**src/rtl/mips_defs_pkg.sv**
```systemverilog
// Shared MIPS decode definitions: opcodes, ALUOp encodings, control bundle and
// the opcode-to-control table used by the ID stage.
package mips_defs_pkg;

   localparam logic [5:0] OP_RTYPE = 6'h00;
   localparam logic [5:0] OP_LW    = 6'h23;
   localparam logic [5:0] OP_SW    = 6'h2B;
   localparam logic [5:0] OP_ADDI  = 6'h08;
   localparam logic [5:0] OP_BEQ   = 6'h04;
   localparam logic [5:0] OP_BNE   = 6'h05;
   localparam logic [5:0] OP_J     = 6'h02;

   localparam logic [1:0] ALUOP_ADD   = 2'b00;
   localparam logic [1:0] ALUOP_SUB   = 2'b01;
   localparam logic [1:0] ALUOP_FUNCT = 2'b10;

   localparam logic [31:0] NOP_INSTR = 32'h0000_0000;

   typedef struct packed {
      logic       reg_dst;
      logic       alu_src;
      logic       mem_to_reg;
      logic       reg_write;
      logic       mem_read;
      logic       mem_write;
      logic [1:0] alu_op;
   } ctrl_t;

   localparam ctrl_t CTRL_NONE = 8'h00;

   function automatic ctrl_t decode_ctrl(input logic [5:0] op);
      ctrl_t c;
      c = CTRL_NONE;
      case (op)
         OP_RTYPE: begin c.reg_dst = 1'b1; c.reg_write = 1'b1; c.alu_op = ALUOP_FUNCT; end
         OP_LW:    begin c.alu_src = 1'b1; c.mem_to_reg = 1'b1; c.reg_write = 1'b1; c.mem_read = 1'b1; end
         OP_SW:    begin c.alu_src = 1'b1; c.mem_write = 1'b1; end
         OP_ADDI:  begin c.alu_src = 1'b1; c.reg_write = 1'b1; end
         OP_BEQ:   c.alu_op = ALUOP_SUB;
         OP_BNE:   c.alu_op = ALUOP_SUB;
         default:  c = CTRL_NONE;
      endcase
      return c;
   endfunction

   function automatic logic is_supported(input logic [5:0] op);
      case (op)
         OP_RTYPE, OP_LW, OP_SW, OP_ADDI, OP_BEQ, OP_BNE, OP_J: return 1'b1;
         default: return 1'b0;
      endcase
   endfunction

endpackage

```
**src/rtl/stage2_decode_if.sv**
```systemverilog
// Bundle of fetch-side, hazard, write-back and ID/EX signals around the decode stage.
interface stage2_decode_if;
   logic [31:0] Instr_in;
   logic [31:0] PC_in;
   logic [31:0] PCPlus4_in;
   logic        ExcFlush;
   logic        IDEX_MemRead;
   logic        IDEX_RegWrite;
   logic [4:0]  IDEX_WriteReg;
   logic        EXMEM_RegWrite;
   logic [4:0]  EXMEM_WriteReg;
   logic        WB_RegWrite;
   logic [4:0]  WB_WriteReg;
   logic [31:0] WB_WriteData;

   logic        PCWrite;
   logic [1:0]  PCSrc;
   logic [31:0] PCPlus4PlusOff;
   logic [31:0] JmpAddr;
   logic [31:0] PC_stage2;
   logic [31:0] PCPlus4_out;
   logic [31:0] ReadData1;
   logic [31:0] ReadData2;
   logic [31:0] SignExtImm;
   logic [4:0]  Rs;
   logic [4:0]  Rt;
   logic [4:0]  Rd;
   logic [5:0]  Funct;
   logic        RegDst;
   logic        ALUSrc;
   logic        MemtoReg;
   logic        RegWrite;
   logic        MemRead;
   logic        MemWrite;
   logic [1:0]  ALUOp;
   logic        Bubble;
   logic        IllegalInstr;

   modport slave (
      input  Instr_in, PC_in, PCPlus4_in, ExcFlush,
      input  IDEX_MemRead, IDEX_RegWrite, IDEX_WriteReg,
      input  EXMEM_RegWrite, EXMEM_WriteReg,
      input  WB_RegWrite, WB_WriteReg, WB_WriteData,
      output PCWrite, PCSrc, PCPlus4PlusOff, JmpAddr, PC_stage2, PCPlus4_out,
      output ReadData1, ReadData2, SignExtImm, Rs, Rt, Rd, Funct,
      output RegDst, ALUSrc, MemtoReg, RegWrite, MemRead, MemWrite, ALUOp,
      output Bubble, IllegalInstr
   );

   modport master (
      output Instr_in, PC_in, PCPlus4_in, ExcFlush,
      output IDEX_MemRead, IDEX_RegWrite, IDEX_WriteReg,
      output EXMEM_RegWrite, EXMEM_WriteReg,
      output WB_RegWrite, WB_WriteReg, WB_WriteData,
      input  PCWrite, PCSrc, PCPlus4PlusOff, JmpAddr, PC_stage2, PCPlus4_out,
      input  ReadData1, ReadData2, SignExtImm, Rs, Rt, Rd, Funct,
      input  RegDst, ALUSrc, MemtoReg, RegWrite, MemRead, MemWrite, ALUOp,
      input  Bubble, IllegalInstr
   );
endinterface

```
**src/rtl/stage2_decode_reg_file.sv**
```systemverilog
// 32x32 register file: two async read ports with write-through, one sync write
// port, $0 hardwired to zero.
module reg_file_32x32 #(
   parameter logic [31:0] RESET_VAL = 32'h0000_0000
) (
   input  logic        clk,
   input  logic        rst_n,
   input  logic [4:0]  i_raddr1,
   input  logic [4:0]  i_raddr2,
   output logic [31:0] o_rdata1,
   output logic [31:0] o_rdata2,
   input  logic        i_we,
   input  logic [4:0]  i_waddr,
   input  logic [31:0] i_wdata
);
   logic [31:0] r_mem [0:31];
   logic        w_wr_en;

   assign w_wr_en = i_we && (i_waddr != 5'd0);

   // storage update; writes to $0 are dropped
   always_ff @(posedge clk or negedge rst_n) begin
      if (!rst_n) begin
         for (int i = 0; i < 32; i++) begin
            r_mem[i] <= RESET_VAL;
         end
      end else if (w_wr_en) begin
         r_mem[i_waddr] <= i_wdata;
      end else begin
         r_mem[i_waddr] <= r_mem[i_waddr];
      end
   end

   // read port 1 with same-cycle write-through
   always_comb begin
      o_rdata1 = 32'h0000_0000;
      if (i_raddr1 == 5'd0) begin
         o_rdata1 = 32'h0000_0000;
      end else if (w_wr_en && (i_waddr == i_raddr1)) begin
         o_rdata1 = i_wdata;
      end else begin
         o_rdata1 = r_mem[i_raddr1];
      end
   end

   // read port 2 with same-cycle write-through
   always_comb begin
      o_rdata2 = 32'h0000_0000;
      if (i_raddr2 == 5'd0) begin
         o_rdata2 = 32'h0000_0000;
      end else if (w_wr_en && (i_waddr == i_raddr2)) begin
         o_rdata2 = i_wdata;
      end else begin
         o_rdata2 = r_mem[i_raddr2];
      end
   end
endmodule

```
**src/rtl/stage2_decode.sv**
```systemverilog
// MIPS instruction-decode stage: IF/ID register, register file, control decode,
// branch/jump resolution and load-use / branch hazard stalls.
module stage2_decode #(
   parameter logic [31:0] NOP_INSTR     = 32'h0000_0000,
   parameter logic [31:0] REG_RESET_VAL = 32'h0000_0000
) (
   input  logic            clk,
   input  logic            reset,
   stage2_decode_if.slave  bus
);
   import mips_defs_pkg::*;

   logic [31:0] r_instr;
   logic [31:0] r_pc;
   logic [31:0] r_pcplus4;

   logic [5:0]  w_op;
   logic [4:0]  w_rs;
   logic [4:0]  w_rt;
   logic [31:0] w_sext;
   logic [31:0] w_rdata1;
   logic [31:0] w_rdata2;
   ctrl_t       w_ctrl;
   logic        w_illegal;
   logic        w_is_beq;
   logic        w_is_bne;
   logic        w_is_j;
   logic        w_uses_rt;
   logic        w_load_use;
   logic        w_br_hazard;
   logic        w_stall;
   logic        w_bubble;
   logic        w_taken;
   logic [1:0]  w_pcsrc;

   assign w_op   = r_instr[31:26];
   assign w_rs   = r_instr[25:21];
   assign w_rt   = r_instr[20:16];
   assign w_sext = {{16{r_instr[15]}}, r_instr[15:0]};

   reg_file_32x32 #(.RESET_VAL(REG_RESET_VAL)) u_rf (
      .clk      (clk),
      .rst_n    (reset),
      .i_raddr1 (w_rs),
      .i_raddr2 (w_rt),
      .o_rdata1 (w_rdata1),
      .o_rdata2 (w_rdata2),
      .i_we     (bus.WB_RegWrite),
      .i_waddr  (bus.WB_WriteReg),
      .i_wdata  (bus.WB_WriteData)
   );

   // opcode decode; the canonical NOP carries no control so squashed slots look empty
   always_comb begin
      w_ctrl    = CTRL_NONE;
      w_illegal = 1'b0;
      w_is_beq  = 1'b0;
      w_is_bne  = 1'b0;
      w_is_j    = 1'b0;
      w_uses_rt = 1'b0;
      if (r_instr == NOP_INSTR) begin
         w_ctrl = CTRL_NONE;
      end else begin
         w_ctrl    = decode_ctrl(w_op);
         w_illegal = !is_supported(w_op);
         w_is_beq  = (w_op == OP_BEQ);
         w_is_bne  = (w_op == OP_BNE);
         w_is_j    = (w_op == OP_J);
         w_uses_rt = (w_op == OP_RTYPE) || (w_op == OP_SW) || w_is_beq || w_is_bne;
      end
   end

   // hazard detection and redirect resolution
   always_comb begin
      w_load_use = bus.IDEX_MemRead && (bus.IDEX_WriteReg != 5'd0) &&
                   ((bus.IDEX_WriteReg == w_rs) || (w_uses_rt && (bus.IDEX_WriteReg == w_rt)));
      w_br_hazard = 1'b0;
      if (w_is_beq || w_is_bne) begin
         w_br_hazard =
            (bus.IDEX_RegWrite && (bus.IDEX_WriteReg != 5'd0) &&
             ((bus.IDEX_WriteReg == w_rs) || (bus.IDEX_WriteReg == w_rt))) ||
            (bus.EXMEM_RegWrite && (bus.EXMEM_WriteReg != 5'd0) &&
             ((bus.EXMEM_WriteReg == w_rs) || (bus.EXMEM_WriteReg == w_rt)));
      end else begin
         w_br_hazard = 1'b0;
      end
      w_stall  = w_load_use || w_br_hazard;
      w_bubble = w_stall || bus.ExcFlush;
      w_taken  = (w_is_beq && (w_rdata1 == w_rdata2)) || (w_is_bne && (w_rdata1 != w_rdata2));
      if (w_bubble) begin
         w_pcsrc = 2'b00;
      end else begin
         w_pcsrc = {w_is_j, w_taken};
      end
   end

   // IF/ID pipeline register: flush > stall > redirect squash > load
   always_ff @(posedge clk or negedge reset) begin
      if (!reset) begin
         r_instr   <= NOP_INSTR;
         r_pc      <= 32'h0000_0000;
         r_pcplus4 <= 32'h0000_0000;
      end else if (bus.ExcFlush) begin
         r_instr   <= NOP_INSTR;
         r_pc      <= 32'h0000_0000;
         r_pcplus4 <= 32'h0000_0000;
      end else if (w_stall) begin
         r_instr   <= r_instr;
         r_pc      <= r_pc;
         r_pcplus4 <= r_pcplus4;
      end else if (w_pcsrc != 2'b00) begin
         r_instr   <= NOP_INSTR;
         r_pc      <= 32'h0000_0000;
         r_pcplus4 <= 32'h0000_0000;
      end else begin
         r_instr   <= bus.Instr_in;
         r_pc      <= bus.PC_in;
         r_pcplus4 <= bus.PCPlus4_in;
      end
   end

   assign bus.PCWrite        = bus.ExcFlush || !w_stall;
   assign bus.PCSrc          = w_pcsrc;
   assign bus.PCPlus4PlusOff = r_pcplus4 + {w_sext[29:0], 2'b00};
   assign bus.JmpAddr        = {r_pcplus4[31:28], r_instr[25:0], 2'b00};
   assign bus.PC_stage2      = r_pc;
   assign bus.PCPlus4_out    = r_pcplus4;
   assign bus.ReadData1      = w_rdata1;
   assign bus.ReadData2      = w_rdata2;
   assign bus.SignExtImm     = w_sext;
   assign bus.Rs             = w_rs;
   assign bus.Rt             = w_rt;
   assign bus.Rd             = r_instr[15:11];
   assign bus.Funct          = r_instr[5:0];
   assign bus.RegDst         = w_bubble ? 1'b0 : w_ctrl.reg_dst;
   assign bus.ALUSrc         = w_bubble ? 1'b0 : w_ctrl.alu_src;
   assign bus.MemtoReg       = w_bubble ? 1'b0 : w_ctrl.mem_to_reg;
   assign bus.RegWrite       = w_bubble ? 1'b0 : w_ctrl.reg_write;
   assign bus.MemRead        = w_bubble ? 1'b0 : w_ctrl.mem_read;
   assign bus.MemWrite       = w_bubble ? 1'b0 : w_ctrl.mem_write;
   assign bus.ALUOp          = w_bubble ? 2'b00 : w_ctrl.alu_op;
   assign bus.Bubble         = w_bubble;
   assign bus.IllegalInstr   = w_illegal;
endmodule

```
**src/flat_wrapper.sv**
```systemverilog
// flat-port wrapper written by rule: the top's interface ports become plain ports
module stage2_decode_flat import mips_defs_pkg::*;
#(
   parameter logic [31:0] NOP_INSTR     = 32'h0000_0000,
   parameter logic [31:0] REG_RESET_VAL = 32'h0000_0000
)
  (clk, reset, bus_Instr_in, bus_PC_in, bus_PCPlus4_in, bus_ExcFlush, bus_IDEX_MemRead, bus_IDEX_RegWrite, bus_IDEX_WriteReg, bus_EXMEM_RegWrite, bus_EXMEM_WriteReg, bus_WB_RegWrite, bus_WB_WriteReg, bus_WB_WriteData, bus_PCWrite, bus_PCSrc, bus_PCPlus4PlusOff, bus_JmpAddr, bus_PC_stage2, bus_PCPlus4_out, bus_ReadData1, bus_ReadData2, bus_SignExtImm, bus_Rs, bus_Rt, bus_Rd, bus_Funct, bus_RegDst, bus_ALUSrc, bus_MemtoReg, bus_RegWrite, bus_MemRead, bus_MemWrite, bus_ALUOp, bus_Bubble, bus_IllegalInstr);
  stage2_decode_if bus_i ();
  input  logic clk;
  input  logic reset;
  input wire logic [$bits(bus_i.Instr_in)-1:0] bus_Instr_in;
  input wire logic [$bits(bus_i.PC_in)-1:0] bus_PC_in;
  input wire logic [$bits(bus_i.PCPlus4_in)-1:0] bus_PCPlus4_in;
  input wire logic [$bits(bus_i.ExcFlush)-1:0] bus_ExcFlush;
  input wire logic [$bits(bus_i.IDEX_MemRead)-1:0] bus_IDEX_MemRead;
  input wire logic [$bits(bus_i.IDEX_RegWrite)-1:0] bus_IDEX_RegWrite;
  input wire logic [$bits(bus_i.IDEX_WriteReg)-1:0] bus_IDEX_WriteReg;
  input wire logic [$bits(bus_i.EXMEM_RegWrite)-1:0] bus_EXMEM_RegWrite;
  input wire logic [$bits(bus_i.EXMEM_WriteReg)-1:0] bus_EXMEM_WriteReg;
  input wire logic [$bits(bus_i.WB_RegWrite)-1:0] bus_WB_RegWrite;
  input wire logic [$bits(bus_i.WB_WriteReg)-1:0] bus_WB_WriteReg;
  input wire logic [$bits(bus_i.WB_WriteData)-1:0] bus_WB_WriteData;
  output wire logic [$bits(bus_i.PCWrite)-1:0] bus_PCWrite;
  output wire logic [$bits(bus_i.PCSrc)-1:0] bus_PCSrc;
  output wire logic [$bits(bus_i.PCPlus4PlusOff)-1:0] bus_PCPlus4PlusOff;
  output wire logic [$bits(bus_i.JmpAddr)-1:0] bus_JmpAddr;
  output wire logic [$bits(bus_i.PC_stage2)-1:0] bus_PC_stage2;
  output wire logic [$bits(bus_i.PCPlus4_out)-1:0] bus_PCPlus4_out;
  output wire logic [$bits(bus_i.ReadData1)-1:0] bus_ReadData1;
  output wire logic [$bits(bus_i.ReadData2)-1:0] bus_ReadData2;
  output wire logic [$bits(bus_i.SignExtImm)-1:0] bus_SignExtImm;
  output wire logic [$bits(bus_i.Rs)-1:0] bus_Rs;
  output wire logic [$bits(bus_i.Rt)-1:0] bus_Rt;
  output wire logic [$bits(bus_i.Rd)-1:0] bus_Rd;
  output wire logic [$bits(bus_i.Funct)-1:0] bus_Funct;
  output wire logic [$bits(bus_i.RegDst)-1:0] bus_RegDst;
  output wire logic [$bits(bus_i.ALUSrc)-1:0] bus_ALUSrc;
  output wire logic [$bits(bus_i.MemtoReg)-1:0] bus_MemtoReg;
  output wire logic [$bits(bus_i.RegWrite)-1:0] bus_RegWrite;
  output wire logic [$bits(bus_i.MemRead)-1:0] bus_MemRead;
  output wire logic [$bits(bus_i.MemWrite)-1:0] bus_MemWrite;
  output wire logic [$bits(bus_i.ALUOp)-1:0] bus_ALUOp;
  output wire logic [$bits(bus_i.Bubble)-1:0] bus_Bubble;
  output wire logic [$bits(bus_i.IllegalInstr)-1:0] bus_IllegalInstr;
  assign bus_i.Instr_in = bus_Instr_in;
  assign bus_i.PC_in = bus_PC_in;
  assign bus_i.PCPlus4_in = bus_PCPlus4_in;
  assign bus_i.ExcFlush = bus_ExcFlush;
  assign bus_i.IDEX_MemRead = bus_IDEX_MemRead;
  assign bus_i.IDEX_RegWrite = bus_IDEX_RegWrite;
  assign bus_i.IDEX_WriteReg = bus_IDEX_WriteReg;
  assign bus_i.EXMEM_RegWrite = bus_EXMEM_RegWrite;
  assign bus_i.EXMEM_WriteReg = bus_EXMEM_WriteReg;
  assign bus_i.WB_RegWrite = bus_WB_RegWrite;
  assign bus_i.WB_WriteReg = bus_WB_WriteReg;
  assign bus_i.WB_WriteData = bus_WB_WriteData;
  assign bus_PCWrite = bus_i.PCWrite;
  assign bus_PCSrc = bus_i.PCSrc;
  assign bus_PCPlus4PlusOff = bus_i.PCPlus4PlusOff;
  assign bus_JmpAddr = bus_i.JmpAddr;
  assign bus_PC_stage2 = bus_i.PC_stage2;
  assign bus_PCPlus4_out = bus_i.PCPlus4_out;
  assign bus_ReadData1 = bus_i.ReadData1;
  assign bus_ReadData2 = bus_i.ReadData2;
  assign bus_SignExtImm = bus_i.SignExtImm;
  assign bus_Rs = bus_i.Rs;
  assign bus_Rt = bus_i.Rt;
  assign bus_Rd = bus_i.Rd;
  assign bus_Funct = bus_i.Funct;
  assign bus_RegDst = bus_i.RegDst;
  assign bus_ALUSrc = bus_i.ALUSrc;
  assign bus_MemtoReg = bus_i.MemtoReg;
  assign bus_RegWrite = bus_i.RegWrite;
  assign bus_MemRead = bus_i.MemRead;
  assign bus_MemWrite = bus_i.MemWrite;
  assign bus_ALUOp = bus_i.ALUOp;
  assign bus_Bubble = bus_i.Bubble;
  assign bus_IllegalInstr = bus_i.IllegalInstr;
  stage2_decode #(.NOP_INSTR(NOP_INSTR), .REG_RESET_VAL(REG_RESET_VAL)) u_core (.clk(clk), .reset(reset), .bus(bus_i));
endmodule
```
**config.mk**
```make
export PLATFORM = sky130hd
export DESIGN_NAME = stage2_decode_flat
export DESIGN_NICKNAME = d
export VERILOG_FILES = /design/src/rtl/mips_defs_pkg.sv /design/src/rtl/stage2_decode_if.sv /design/src/rtl/stage2_decode_reg_file.sv /design/src/rtl/stage2_decode.sv /design/src/flat_wrapper.sv
export SDC_FILE = /design/constraint.sdc
export NUM_CORES = 2
export LEC_CHECK = 0
export CELL_PAD_IN_SITES_DETAIL_PLACEMENT = 1
export CELL_PAD_IN_SITES_GLOBAL_PLACEMENT = 2
export CORE_MARGIN = 2
export CORE_UTILIZATION = 41
export DETAILED_ROUTE_END_ITERATION = 10
export PLACE_DENSITY = 0.81
export SLEW_MARGIN = 5
export SYNTH_ARGS = -nofsm -noshare
export SYNTH_HDL_FRONTEND = slang
export SYNTH_SLANG_ARGS = --single-unit
```
**constraint.sdc**
```tcl
create_clock -name clk -period 5.8 [get_ports clk]
set_input_delay 0.87 -clock clk [delete_from_list [all_inputs] [get_ports clk]]
set_output_delay 0.87 -clock clk [all_outputs]
set_load 0.1 [all_outputs]
```
; ---- Word-level counts from Yosys, hierarchy flattened
; Cells that the tools add are included.
[word_totals]
mem_bits_ro = 0
ramBits = 0
reg_bits = 1120
in_bits = 150
memories = 0
latchBits = 0
[classes]
n_mux = 50
div = 0
bitwise = 3
add_sub_neg = 1
eq_ne = 15
n_shift = 0
n_lt_le_gt_ge = 4
mul = 0
reduce_logical = 39
[op_table]
columns = operator, count
row1 = 1024-bit bitwise mux, 2
row2 = 1024-bit 2-to-1 mux, 1
row3 = 32-bit 2-to-1 mux, 20
row4 = 32-bit binary-select mux with 5-bit select, 3
row5 = 32-bit demux with 5-bit select, 1
row6 = 32-bit adder, 1
row7 = 32-bit equality test, 1
row8 = 32-bit zero test, 1
row9 = 32-bit != test, 1
row10 = 5-bit equality test, 6
row11 = 1-bit 2-to-1 mux, 19
row12 = "6-bit >= comparator, second input constant", 3
row13 = 5-bit NOT with 6-bit output, 3
row14 = 5-bit nonzero test, 3
row15 = 1-bit logical AND, 13
row16 = "6-bit by 3-bit equality test with 1-bit output, second input constant", 2
row17 = "6-bit equality test, second input constant", 2
row18 = 1-bit logical OR, 12
row19 = 5-bit zero test, 2
row20 = 8-bit 2-to-1 mux, 1
row21 = 7-bit OR reduction, 1
row22 = "6-bit by 2-bit equality test with 1-bit output, second input constant", 1
row23 = "6-bit by 4-bit equality test with 1-bit output, second input constant", 1
row24 = 6-bit zero test, 1
row25 = other kinds (8), 11

; ---- Longest topological paths before layout
[depth]
ltp_word = 15
mapped_depth = 21

; ---- Cells and area by module
; A second synthesis with hierarchy kept.
[hier_totals]
cells_unflattened = 6764
hier_area_um2 = 70572.7
[by_module_without_submodules]
columns = mod, cells_per_inst, area_per_inst_um2, seq_area_each_um2, n_inst
row1 = reg_file_32x32, 6119, 64116.5, 25624.6, 1
row2 = stage2_decode, 645, 6456.2, 2402.3, 1

; ---- Least setup slack after synthesis
; Ideal clock, no wire load.
[synth_timing]
path_kind = input-to-output
startpoint = input bus_WB_WriteReg[4]
endpoint = output bus_PCSrc[0]
path_stages = 16
slack_ns = -2.911
required_ns = 4.930
t_arrival_ns = 7.841
cell_sequence = buf_2 nor3_1 clkbuf_1 a2111o_1 or2_2 buf_2 clkbuf_1 nor2_1 a211oi_1 xor2_1 nor4_1 nand4_1 nor4_1 and3_1 xnor2_1 nor3_1
[synth_via]
elab_chain_len = 9
[synth_lines]
columns = item, line_no
row1 = start: declaration, flat_wrapper.sv:21  ; input wire logic [$bits(bus_i.WB_WriteReg)-1:0] bus_WB_WriteReg;
row2 = 5-bit nonzero test, stage2_decode_reg_file.sv:19  ; assign w_wr_en = i_we && (i_waddr != 5'd0);
row3 = 1-bit logical AND, stage2_decode_reg_file.sv:19
row4 = 1-bit logical AND *, stage2_decode_reg_file.sv:51  ; end else if (w_wr_en && (i_waddr == i_raddr2)) begin
row5 = 32-bit 2-to-1 mux *, stage2_decode_reg_file.sv:51
row6 = 32-bit 2-to-1 mux *, stage2_decode_reg_file.sv:49  ; if (i_raddr2 == 5'd0) begin
row7 = named net bus_ReadData2[28], flat_wrapper.sv:30  ; output wire logic [$bits(bus_i.ReadData2)-1:0] bus_ReadData2;
row8 = 32-bit equality test or 32-bit != test (tied branches), stage2_decode.sv:89  ; w_taken = (w_is_beq && (w_rdata1 == w_rdata2)) || (w_is_bne && (w_rdata1 != w_rdata2));
row9 = 1-bit logical AND, stage2_decode.sv:89
row10 = 1-bit logical OR *, stage2_decode.sv:89
row11 = 2-bit 2-to-1 mux *, stage2_decode.sv:90  ; if (w_bubble) begin
row12 = end: declaration, flat_wrapper.sv:24  ; output wire logic [$bits(bus_i.PCSrc)-1:0] bus_PCSrc;
; The timed path passes the listed nets; every way through them passes the cells marked *.

; ---- Worst setup path after layout
[layout_timing]
startpoint = register u_core.r_instr[25]
endpoint = output bus_PCSrc[0]
[layout_via]
elab_chain_len = 10
[layout_lines]
columns = item, line_no
row1 = start: declaration, stage2_decode.sv:13  ; logic [31:0] r_instr;
row2 = start signal: assignment, stage2_decode.sv:108  ; r_instr <= r_instr;
row3 = start signal: assignment, stage2_decode.sv:116  ; r_instr <= bus.Instr_in;
row4 = 5-bit NOT with 6-bit output (not written as such), stage2_decode_reg_file.sv:42  ; o_rdata1 = r_mem[i_raddr1];
row5 = 32-bit binary-select mux with 5-bit select, stage2_decode_reg_file.sv:42
row6 = 32-bit 2-to-1 mux (not written as such) (2 in a row), stage2_decode_reg_file.sv:42
row7 = 32-bit 2-to-1 mux, stage2_decode_reg_file.sv:39  ; end else if (w_wr_en && (i_waddr == i_raddr1)) begin
row8 = 32-bit 2-to-1 mux, stage2_decode_reg_file.sv:37  ; if (i_raddr1 == 5'd0) begin
row9 = 32-bit equality test or 32-bit != test (tied branches), stage2_decode.sv:89
row10 = 1-bit logical AND, stage2_decode.sv:89
row11 = 1-bit logical OR, stage2_decode.sv:89
row12 = 2-bit 2-to-1 mux *, stage2_decode.sv:90
; Mark *: on every way between the ends. The rest lies on a longest branch, timed or not. The select of a mux whose other input is x is not followed.

==> metrics.txt <==
initial DRC count=7768; fillcell total=16600; antenna violations before repair=26; final cycle utilization of the critical path=1.05; Worst Tran Pin Value=between 1 and 1.5 ns; fin util=0.506; number of global-route vias before repair=roughly 59000; CTS root buffer=clkbuf_16; pre-CTS worst setup slack=-0.381 ns; most common library cell in the layout ignoring fill and taps=dfrtp_1; final hold violations=0; share of post-route cells with drive strength above 1=0.275; Worst Path Required=around 4.9 ns; Clock Skew=roughly 0.031 ns; first-pass GRT wire length=roughly 450000 µm; final number of setup-violating endpoints=1; max_slew headroom=0.175; Critical Path End Type=primary output; synth top area cells=dfrtp_1, mux4_2, o21ai_0; GP Congestion=slightly below 1; status=finished with violations; critical path fanouts, max=13; row count=roughly 150; H-tree lvl count=4; Critical Path AT=slightly above 5 ns; GRT Util Overall=0.378; register area share after synthesis=0.420; area of the mapped netlist=roughly 67000 µm²; drt pass-1 iters=8; CTS buffer count=136; syn_area_per_cell=around 11 µm²; most frequent cells in the layout=dfrtp_1, nand2_1, o21ai_0; P_leak=between 30 and 40 nW; Routed Antenna Nets=0; Max clock buf depth=3; worst setup path class=reg2out; Initial Utilization=0.414; Ys Warns=0; hold slack=around 0.15 ns; Final Slew Violations=0; Post-Route WL=~320000 µm; CTS Hold Bufs=0; area share of the largest cell type after synthesis=0.420; post-route setup slack=-0.264 ns; Distinct cells, synth=75; Finished Layout Cells=~8500; DR WL/cell=~37 µm; number of synthesized flops with an enable pin=0; Max Clk Rate=~160 MHz; DRC viols=0; Synth Flop Type=dfrtp_1; layout net count=around 6400; element type at the critical path start=register; Chip Width=~410 µm; async set or reset register ratio after synthesis=1.00; max-cap violations=0; core area=between 150000 and 200000 µm²; VDD IR max=roughly 0.35 mV; Reg clk slew, reported paths=approximately 0.060 ns; port bufs=between 400 and 500; Die Area=between 150000 and 200000 µm²; die height=approximately 410 µm; Tmin final=about 6 ns; Hold WC Path Type=in2async; clock sinks=about 1100; CTS tree=done; largest net degree at the start of global routing=between 100 and 150; Synth Instances=between 5000 and 6000; Pwr Density=around 410 nW/µm²; RSZ-0062 raised after global routing=true; GRT overflow=0; vias per cell=6.88; failing checks=setup timing; I/O pin count=slightly above 400; hpwl dp=a little over 200000 µm; DP Cell Count=just over 8000; routed via count=58800; clk_lat worst skew=0.82 ns; cell taking the most area after synthesis=dfrtp_1; P&R area growth vs syn=22.2%; Yosys reg bits=approximately 1100
-- critical path, stage by stage (launching register included) --
cell and delay (ns):
dfrtp_4 0.63, buf_4 0.27, or2_2 0.38, buf_4 0.22, o22ai_1 0.49, nor3_1 0.11, nor2_1 0.20, xor2_1 0.20
nor4_2 0.33, buf_4 0.15, nand4_1 0.13, nor4_2 0.38, and3_4 0.36, xnor2_4 0.09, nor3_4 0.22, buf_12 0.20
-- area by class of cell --
type / count / area (µm²) / share of cell area
sequential: 1120 / 28100 / 0.344
multi-input combinational: 4082 / 36000 / 0.442
timing repair buffer: 886 / 9850 / 0.121
clock buffer: 190 / 3950 / 0.0485
antenna: 13 / 32.5 / 0.000399
tap: 2160 / 2700 / 0.0332
inverter: 36 / 143 / 0.00175
clock inverter: 57 / 743 / 0.00912
-- metrics by stage --
stage                     power (W)  TNS [ns]  instance area [µm²]
after floorplan              0.0191    -0.554                66800
after global placement       0.0235    -0.327                75200
after detailed placement     0.0239    -0.381                75200
after CTS                    0.0334   -0.0821                81200
after global routing         0.0348    -0.474                81500
final                        0.0337    -0.264                81500
-- where the power goes --
part	leakage, nW	internal, W	switching, W
registers	14.4	0.00956	0.00197
logic	17.5	0.00533	0.00777
clock network	2.30	0.00533	0.00379
-- timing repair --
item	in CTS	in global routing
pin swaps	23	11
gates cloned	12	1
gates resized for setup	121	23
endpoints found under the setup margin	5	7
setup buffers	40	11
-- flip-flops by register name, summed over array words and instances (netlist names) --
signal / cells
u_core.bus.PC_stage2: 32
u_core.r_instr: 32
u_core.u_rf.r_mem: 1024
u_core.bus.PCPlus4_out: 32
-- per-layer routing --
metal  track usage  share of wire  up-vias
li1              -              -    23000
met1         0.477           0.36    30600
met2         0.549           0.44     4100
met3         0.132           0.12     1079
met4         0.250          0.076       20
met5             0        0.00046        -
-- logic make-up after synthesis --
| group | share of synthesized area |
|---|---|
| DFF | 0.420 |
| and+or+nand+nor | 0.0908 |
| other | 0.0000563 |
| xor gates and xnor gates | 0.0109 |
| AOI/OAI and AO/OA | 0.146 |
| adders and majority gates | 0.00574 |
| buffers and inverters | 0.0530 |
| muxes | 0.273 |
-- path summary, 6_finish.rpt --
path                                                    startpoint                            endpoint  slack [ns]  depth (start not counted)
worst max-delay path                u_core.r_instr[25]$_DFFE_PN0P_                        bus_PCSrc[0]       -0.26                         15
worst min-delay path                                         reset  u_core.u_rf.r_mem[509]$_DFFE_PN0P_        0.15                          1
worst max register to register      u_core.r_instr[25]$_DFFE_PN0P_      u_core.r_instr[25]$_DFFE_PN0P_        0.81                         17
worst min register to register  u_core.u_rf.r_mem[998]$_DFFE_PN0P_  u_core.u_rf.r_mem[998]$_DFFE_PN0P_        0.42                          0
max in group asynchronous                                    reset      u_core.r_instr[25]$_DFFE_PN0P_        4.16                          2
min in group clk                u_core.u_rf.r_mem[998]$_DFFE_PN0P_  u_core.u_rf.r_mem[998]$_DFFE_PN0P_        0.42                          0
-- cell usage after synthesis, types with 46 or more instances --
library cell  number
a21oi_1           61
a221oi_1          59
a22o_1           139
a22oi_1          123
buf_1             55
buf_2             66
buf_4            125
clkbuf_1         460
dfrtp_1         1120
mux2i_1          113
mux4_2           753
nand2_1         1087
nand4_1           46
nor2_1            91
nor3_1            55
o21ai_0         1080
o22ai_1           75
Power figures use the tool's default switching activity.
